### src/rtl/uart_axil_arb_pkg.sv
// Shared types and constants for the UART AXI4-Lite requester arbiter.
package uart_axil_arb_pkg;

  typedef enum logic [2:0] {
    IDLE    = 3'd0,
    WR_ADDR = 3'd1,
    WR_RESP = 3'd2,
    RD_ADDR = 3'd3,
    RD_DATA = 3'd4
  } state_e;

  localparam logic [1:0]  RESP_OKAY   = 2'b00;
  localparam logic [1:0]  RESP_SLVERR = 2'b10;
  localparam logic [31:0] ERR_RDATA   = 32'hDEAD_BEEF;

  // Width of a counter that must hold 0 .. limit-1.
  function automatic int to_cnt_w(input int limit);
    return (limit < 2) ? 1 : $clog2(limit);
  endfunction

endpackage

### src/rtl/rr_arbiter.sv
// Combinational round-robin picker: first asserted req at or after rr_ptr,
// wrapping modulo NUM_REQ. grant is one-hot, valid says whether anything won.
module rr_arbiter #(
  parameter  int NUM_REQ = 2,
  localparam int PTR_W   = $clog2(NUM_REQ)
) (
  input  logic [NUM_REQ-1:0] req,
  input  logic [PTR_W-1:0]   rr_ptr,
  output logic [NUM_REQ-1:0] grant,
  output logic               valid
);

  // Scan offsets 0..NUM_REQ-1 from the pointer; the first hit wins.
  always_comb begin
    int idx;
    grant = '0;
    valid = 1'b0;
    idx   = 0;
    for (int k = 0; k < NUM_REQ; k++) begin
      idx = int'(rr_ptr) + k;
      if (idx >= NUM_REQ) idx = idx - NUM_REQ;
      for (int i = 0; i < NUM_REQ; i++) begin
        if ((i == idx) && !valid && req[i]) begin
          grant[i] = 1'b1;
          valid    = 1'b1;
        end
      end
    end
  end

endmodule

### src/rtl/uart_axil_arbiter.sv
// Round-robin arbiter sharing one AXI4-Lite UART slave port between NUM_REQ
// requesters, one transaction in flight at a time.
//
// Optional feature: define UART_ARB_TIMEOUT_EN to add a per-state watchdog
// that completes a stalled transaction with SLVERR and exposes a sticky
// timeout_o flag.
//
// Handshake semantics: every channel is valid/ready; a beat transfers on a
// cycle where both are high, valid never depends on ready, and a requester
// holds valid and payload stable until its beat transfers. Non-granted
// requesters see every ready and valid at 0.
module uart_axil_arbiter
  import uart_axil_arb_pkg::*;
#(
  parameter  int NUM_REQ     = 2,
  parameter  int ADDR_W      = 13,
  parameter  int DATA_W      = 32,
  parameter  int TIMEOUT_CYC = 4096,
  localparam int PTR_W       = $clog2(NUM_REQ),
  localparam int STRB_W      = DATA_W / 8
) (
  input  logic                            chipset_clk,
  input  logic                            chipset_rst_n,
  // requester side
  input  logic [NUM_REQ-1:0][ADDR_W-1:0]  s_awaddr,
  input  logic [NUM_REQ-1:0]              s_awvalid,
  output logic [NUM_REQ-1:0]              s_awready,
  input  logic [NUM_REQ-1:0][DATA_W-1:0]  s_wdata,
  input  logic [NUM_REQ-1:0][STRB_W-1:0]  s_wstrb,
  input  logic [NUM_REQ-1:0]              s_wvalid,
  output logic [NUM_REQ-1:0]              s_wready,
  output logic [NUM_REQ-1:0][1:0]         s_bresp,
  output logic [NUM_REQ-1:0]              s_bvalid,
  input  logic [NUM_REQ-1:0]              s_bready,
  input  logic [NUM_REQ-1:0][ADDR_W-1:0]  s_araddr,
  input  logic [NUM_REQ-1:0]              s_arvalid,
  output logic [NUM_REQ-1:0]              s_arready,
  output logic [NUM_REQ-1:0][DATA_W-1:0]  s_rdata,
  output logic [NUM_REQ-1:0][1:0]         s_rresp,
  output logic [NUM_REQ-1:0]              s_rvalid,
  input  logic [NUM_REQ-1:0]              s_rready,
  // downstream UART slave port
  output logic [ADDR_W-1:0]               uart_axi_awaddr,
  output logic                            uart_axi_awvalid,
  input  logic                            uart_axi_awready,
  output logic [DATA_W-1:0]               uart_axi_wdata,
  output logic [STRB_W-1:0]               uart_axi_wstrb,
  output logic                            uart_axi_wvalid,
  input  logic                            uart_axi_wready,
  input  logic [1:0]                      uart_axi_bresp,
  input  logic                            uart_axi_bvalid,
  output logic                            uart_axi_bready,
  output logic [ADDR_W-1:0]               uart_axi_araddr,
  output logic                            uart_axi_arvalid,
  input  logic                            uart_axi_arready,
  input  logic [DATA_W-1:0]               uart_axi_rdata,
  input  logic [1:0]                      uart_axi_rresp,
  input  logic                            uart_axi_rvalid,
  output logic                            uart_axi_rready,
`ifdef UART_ARB_TIMEOUT_EN
  output logic                            timeout_o,
`endif
  output logic [NUM_REQ-1:0]              grant_o,
  // debug visibility of the FSM
  output state_e                          dbg_state,
  output logic [PTR_W-1:0]                dbg_rr_ptr
);

  state_e               state_q, state_d;
  logic [NUM_REQ-1:0]   grant_q;
  logic [PTR_W-1:0]     g_q;
  logic [PTR_W-1:0]     rr_ptr_q;
  logic                 aw_done_q, w_done_q;
  logic                 err_q;
  logic                 to_hit;

  logic [NUM_REQ-1:0]   req, wr_req;
  logic [NUM_REQ-1:0]   arb_grant;
  logic                 arb_valid;
  logic [PTR_W-1:0]     arb_idx;
  logic                 arb_is_wr;

  logic                 aw_hs, w_hs, ar_hs;
  logic                 wr_resp_done, rd_resp_done;

  // A write needs both AW and W presented; a lone AW or W is ignored.
  assign wr_req    = s_awvalid & s_wvalid;
  assign req       = wr_req | s_arvalid;
  assign arb_is_wr = |(arb_grant & wr_req);

  rr_arbiter #(.NUM_REQ(NUM_REQ)) u_rr (
    .req    (req),
    .rr_ptr (rr_ptr_q),
    .grant  (arb_grant),
    .valid  (arb_valid)
  );

  // One-hot winner to index for muxing.
  always_comb begin
    arb_idx = '0;
    for (int i = 0; i < NUM_REQ; i++) begin
      if (arb_grant[i]) arb_idx = PTR_W'(i);
    end
  end

  // Beat completions on the downstream port for the granted requester.
  assign aw_hs = (state_q == WR_ADDR) && !aw_done_q && !to_hit &&
                 s_awvalid[g_q] && uart_axi_awready;
  assign w_hs  = (state_q == WR_ADDR) && !w_done_q && !to_hit &&
                 s_wvalid[g_q] && uart_axi_wready;
  assign ar_hs = (state_q == RD_ADDR) && !to_hit &&
                 s_arvalid[g_q] && uart_axi_arready;

  // After a watchdog expiry the error response is ours, so only the requester gates it.
  assign wr_resp_done = s_bready[g_q] && (err_q || uart_axi_bvalid);
  assign rd_resp_done = s_rready[g_q] && (err_q || uart_axi_rvalid);

  // FSM state register.
  always_ff @(posedge chipset_clk) begin
    if (!chipset_rst_n) state_q <= IDLE;
    else                state_q <= state_d;
  end

  // Next-state logic.
  always_comb begin
    state_d = state_q;
    case (state_q)
      IDLE: begin
        if (arb_valid) state_d = arb_is_wr ? WR_ADDR : RD_ADDR;
      end
      WR_ADDR: begin
        if (to_hit || ((aw_done_q || aw_hs) && (w_done_q || w_hs))) state_d = WR_RESP;
      end
      WR_RESP: begin
        if (wr_resp_done) state_d = IDLE;
      end
      RD_ADDR: begin
        if (ar_hs || to_hit) state_d = RD_DATA;
      end
      RD_DATA: begin
        if (rd_resp_done) state_d = IDLE;
      end
      default: state_d = IDLE;
    endcase
  end

  // Grant, pointer and write-progress bookkeeping.
  always_ff @(posedge chipset_clk) begin
    if (!chipset_rst_n) begin
      grant_q   <= '0;
      g_q       <= '0;
      rr_ptr_q  <= '0;
      aw_done_q <= 1'b0;
      w_done_q  <= 1'b0;
    end else begin
      if (state_q == IDLE) begin
        aw_done_q <= 1'b0;
        w_done_q  <= 1'b0;
        if (arb_valid) begin
          grant_q <= arb_grant;
          g_q     <= arb_idx;
        end
      end else begin
        if (aw_hs || (to_hit && state_q == WR_ADDR)) aw_done_q <= 1'b1;
        if (w_hs  || (to_hit && state_q == WR_ADDR)) w_done_q  <= 1'b1;
        if (state_d == IDLE) begin
          grant_q  <= '0;
          rr_ptr_q <= (g_q == PTR_W'(NUM_REQ - 1)) ? '0 : g_q + PTR_W'(1);
        end
      end
    end
  end

`ifdef UART_ARB_TIMEOUT_EN
  localparam int CNT_W = to_cnt_w(TIMEOUT_CYC);
  logic [CNT_W-1:0] cnt_q;
  logic             timeout_q;

  assign to_hit    = (state_q != IDLE) && !err_q && (cnt_q == CNT_W'(TIMEOUT_CYC - 1));
  assign timeout_o = timeout_q;

  // Watchdog: restarts on every state entry, freezes once the error path is taken.
  always_ff @(posedge chipset_clk) begin
    if (!chipset_rst_n) begin
      cnt_q     <= '0;
      err_q     <= 1'b0;
      timeout_q <= 1'b0;
    end else begin
      if ((state_q == IDLE) || (state_d != state_q)) cnt_q <= '0;
      else if (!err_q)                                cnt_q <= cnt_q + CNT_W'(1);
      if (state_d == IDLE) err_q <= 1'b0;
      else if (to_hit)     err_q <= 1'b1;
      if (to_hit) timeout_q <= 1'b1;
    end
  end
`else
  assign to_hit = 1'b0;
  assign err_q  = 1'b0;
`endif

  // Output mux from registered state and grant; everything idles at 0.
  always_comb begin
    s_awready        = '0;
    s_wready         = '0;
    s_bresp          = '0;
    s_bvalid         = '0;
    s_arready        = '0;
    s_rdata          = '0;
    s_rresp          = '0;
    s_rvalid         = '0;
    uart_axi_awaddr  = '0;
    uart_axi_awvalid = 1'b0;
    uart_axi_wdata   = '0;
    uart_axi_wstrb   = '0;
    uart_axi_wvalid  = 1'b0;
    uart_axi_bready  = 1'b0;
    uart_axi_araddr  = '0;
    uart_axi_arvalid = 1'b0;
    uart_axi_rready  = 1'b0;
    case (state_q)
      IDLE: begin
`ifdef UART_ARB_TIMEOUT_EN
        // Swallow responses that arrive after a watchdog abort.
        uart_axi_bready = 1'b1;
        uart_axi_rready = 1'b1;
`endif
      end
      WR_ADDR: begin
        uart_axi_awaddr  = s_awaddr[g_q];
        uart_axi_awvalid = s_awvalid[g_q] && !aw_done_q && !to_hit;
        uart_axi_wdata   = s_wdata[g_q];
        uart_axi_wstrb   = s_wstrb[g_q];
        uart_axi_wvalid  = s_wvalid[g_q] && !w_done_q && !to_hit;
        s_awready[g_q]   = !aw_done_q && (uart_axi_awready || to_hit);
        s_wready[g_q]    = !w_done_q && (uart_axi_wready || to_hit);
      end
      WR_RESP: begin
        if (err_q) begin
          s_bvalid[g_q] = 1'b1;
          s_bresp[g_q]  = RESP_SLVERR;
        end else begin
          uart_axi_bready = s_bready[g_q];
          s_bvalid[g_q]   = uart_axi_bvalid;
          s_bresp[g_q]    = uart_axi_bresp;
        end
      end
      RD_ADDR: begin
        uart_axi_araddr  = s_araddr[g_q];
        uart_axi_arvalid = s_arvalid[g_q] && !to_hit;
        s_arready[g_q]   = uart_axi_arready || to_hit;
      end
      RD_DATA: begin
        if (err_q) begin
          s_rvalid[g_q] = 1'b1;
          s_rresp[g_q]  = RESP_SLVERR;
          s_rdata[g_q]  = DATA_W'(ERR_RDATA);
        end else begin
          uart_axi_rready = s_rready[g_q];
          s_rvalid[g_q]   = uart_axi_rvalid;
          s_rresp[g_q]    = uart_axi_rresp;
          s_rdata[g_q]    = uart_axi_rdata;
        end
      end
      default: ;
    endcase
  end

  assign grant_o    = grant_q;
  assign dbg_state  = state_q;
  assign dbg_rr_ptr = rr_ptr_q;

endmodule
### config.mk
export PLATFORM = sky130hd
export DESIGN_NAME = uart_axil_arbiter
export DESIGN_NICKNAME = d
export VERILOG_FILES = /design/src/rtl/uart_axil_arb_pkg.sv /design/src/rtl/rr_arbiter.sv /design/src/rtl/uart_axil_arbiter.sv
export SDC_FILE = /design/constraint.sdc
export NUM_CORES = 1
export LEC_CHECK = 0
export CELL_PAD_IN_SITES_DETAIL_PLACEMENT = 1
export CELL_PAD_IN_SITES_GLOBAL_PLACEMENT = 2
export CORE_MARGIN = 3
export CORE_UTILIZATION = 10
export CTS_CLUSTER_DIAMETER = 30
export DETAILED_ROUTE_END_ITERATION = 7
export GPL_TIMING_DRIVEN = 0
export PLACE_DENSITY = 0.9
export SYNTH_ARGS = -nofsm -noshare
export SYNTH_HDL_FRONTEND = slang
export SYNTH_SLANG_ARGS = --single-unit
### constraint.sdc
create_clock -name chipset_clk -period 2.1 [get_ports chipset_clk]
set_clock_uncertainty 0.1 [all_clocks]
set_input_delay 0.525 -clock chipset_clk [delete_from_list [all_inputs] [get_ports chipset_clk]]
set_output_delay 0.525 -clock chipset_clk [all_outputs]
set_load 0.005 [all_outputs]
==> results.yml <==
finish:
  fin_util_pct: 35.7
  nets: 916
  drive_above_1_share_pct: 56.9
  antenna_cells: 0
  postLayoutCellArea_um2: 7610
  fill_cells: 2437
  synthToLayoutAreaGrowth_pct: 248
power_and_ir_drop:
  report.power.total_mw: 2.73
  p_per_area_nw_per_um2: 359
  irDropWorstVdd_v: 0.000431
  power.leakage_nw: 3.29
critical_path:
  path_class: "reg -> out"
  cp_slowest_cell: "or3b_4"
  cpLargestDelayFamily: "simple AND/OR/NAND/NOR gates"
  critical_path.cell_chain: "or3b_4 -> buf_12 -> buf_6 -> buf_12 -> nor2_4 -> buf_2"
  slowest_delay_ns: 0.44
  start_kind: "register"
  worstPathArrival_ns: 1.70
  critPathBufInv: 4
  worstPathRequired_ns: 1.47
  cp_common_cell: "buf_12"
  end_kind: "output pin"
  worstPathMaxFanout: 10
synthesis:
  syn_area_per_cell_um2: 6.90
  synth_commonest_cells: "nor2_1, and2_1, mux2i_1"
  synth_area_um2: 2190
  synthCells: 317
  synth_edf_count: 0
  synth.area.top_cells: "mux2i_1, and2_1, nor2_1, dfxtp_1, nor4b_2"
  syn_nets: 494
  yosysMostFrequentCell: "nor2_1"
  synth_top_area_cell: "mux2i_1"
  postSynth.asyncResetShare_pct: 0
  synth_top_area_share_pct: 31.1
  ys.flop_type: "dfxtp_1"
  seq_area_frac_synth_pct: 8.24
  yosysWarnings: 0
  yosysUniqueCellTypes: 34
  ys_seq_elements: 9
run_status:
  violations: "negative setup slack"
  status: "finished, violations left"
detailed_routing:
  drtPass1Iterations: 4
  routedWlPerCell_um: 18.1
  routed_wl_mm: 18.3
  drt_iter0_drc: 118
  vias_per_cell: 3.95
  drc: 0
  dr_total_vias: 3999
  drt.antenna.violating_nets: 0
placement:
  port_buffers: 330
  place_area_um2: 5830
  hpwlAfterDp_mm: 13.0
  place_ws_ns: -0.721
  globalplace.congestion: 0.789
timing:
  hold_viol: 0
  setup_viol: 121
  hold_ws_ns: 0.373
  fin_crit_sh_pct: 111
  timing.slew.headroom_pct: 72.6
  worstMarginPinSlew_ns: 0.410
  setup_slack_ns: -0.223
  max_freq_ghz: 0.431
  maxSlewViolCount: 0
  fin_crit_ns: 2.32
  grt_setup_unrepaired: "true"
grt:
  grt_pass1_vias: 4416
  grt_pass1_wl_mm: 25.6
  grt_max_degree: 11
  gr-total-overflow: 0
  antenna_found_initial: 0
  grt_util_all_layers_pct: 13.4
clock_tree:
  clk_transition_reported_paths_ns: 0.04
  cts_buffer_depth: 2
  numClockSinks: 9
  clockRootBuffer: "clkbuf_16"
  cts_tree: "yes"
  numCtsBuffers: 3
  clkLatencyLatePin_ns: 0.24
  htree_levels: 1
floorplan:
  initial_core_util_pct: 10.3
  die_area_um2: 23700
  die_y_um: 154
  core_area_um2: 21300
  pin_count: 332
  fp.dieW_um: 154
  rows: 53
job:
  maxCapViolCount: 0
min_path:
  holdCritPathClass: "reg -> reg"
## cell usage in the layout, fill, tap and decap left out, drive strengths merged
master,Yosys,layout
nand4,1,1
and3,4,4
dlygate4sd2,0,4
nor4b,4,4
o21a,1,1
buf,17,250
nor2b,6,6
o21ai,5,5
nor3b,2,2
nand2,13,13
and2,70,70
nand3b,1,1
o22a,2,2
mux2i,68,68
nand2b,6,6
nor2,78,78
nand3,5,5
clkbuf,8,13
clkdlybuf4s15,0,2
or3b,1,1
mux2,1,1
clkinvlp,0,1
o211ai,1,1
dfxtp,9,9
o22ai,2,2
nor3,3,3
a21oi,7,7
inv,2,1
clkdlybuf4s50,0,177
## sequential cells by signal, indices dropped and copies added, names as in the netlist
register	count
dbg_rr_ptr	1
g_q	1
aw_done_q	1
grant_o	2
dbg_state	3
w_done_q	1
## metrics by stage
stage / cells / TNS, ns
2_1_floorplan: 317 / 0
3_3_place_gp: 922 / -75.85
3_5_place_dp: 922 / -77.39
4_1_cts: 1002 / -23.55
5_1_grt: 1013 / -20.51
6_report: 1013 / -13.80
## worst register-to-register path: cells and delay by family, from the launching register on
kind / cells / cell delay [ns]
buffers and inverters: 2 / 0.26
multiplexers: 1 / 0.13
AND/OR/NAND/NOR: 1 / 0.31
AO/OA/AOI/OAI: 3 / 0.45
flip-flops: 1 / 0.34
## cell type report
cell class | instances | area [um^2] | share of cell area [%]
Clock buffer | 4 | 78.8 | 1.04
Timing Repair Buffer | 423 | 4090 | 53.8
Sequential cell | 9 | 195 | 2.57
Tap cell | 275 | 344 | 4.52
Multi-Input combinational cell | 281 | 2560 | 33.7
Buffer | 19 | 320 | 4.21
Inverter | 2 | 11.3 | 0.148
## power breakdown
group,leakage [nW],internal [mW],switching (mW)
sequential,0.0764,0.195,0.0276
clock,0.0382,0.254,0.0860
combinational,3.17,1.29,0.883
total,3.29,1.74,0.997
## cell families (layout without fill, tap and decap cells)
kind of cell,Yosys count,after routing,synth area share [%]
multiplexers,69,69,31.8
flip-flops,9,9,8.24
buffers and inverters,27,448,7.15
AO/OA/AOI/OAI,18,18,5.26
AND/OR/NAND/NOR,194,194,47.5
## routing by layer
layer,up-vias,global-route usage (%),share of wire [%]
li1,1901,-,-
met1,1902,15.2,37
met2,181,26.2,55
met3,15,2.65,6.5
met4,0,1.77,1.4
met5,-,0,0
## path summary, 6_finish.rpt
check | from | endpoint | slack, ns | depth (start not counted)
worst max-delay path | dbg_state[1]$_SDFF_PN0_ | uart_axi_wdata[9] | -0.22 | 6
worst min-delay path | grant_o[0]$_SDFFE_PN0P_ | grant_o[0]$_SDFFE_PN0P_ | 0.37 | 2
worst max register to register | dbg_state[0]$_SDFF_PN0_ | dbg_rr_ptr$_SDFFE_PN0P_ | 0.40 | 7
worst min register to register | grant_o[0]$_SDFFE_PN0P_ | grant_o[0]$_SDFFE_PN0P_ | 0.37 | 2
## timing repair
item                                    4_1_cts  5_1_grt
endpoints found under the setup margin      149      148
gates resized for setup                     768      227
gates cloned                                 12        2
pin swaps                                    48       60
hold buffers                                  0        0
buffers inserted                             65       25
No activity file was read; power rests on OpenSTA's default activity.
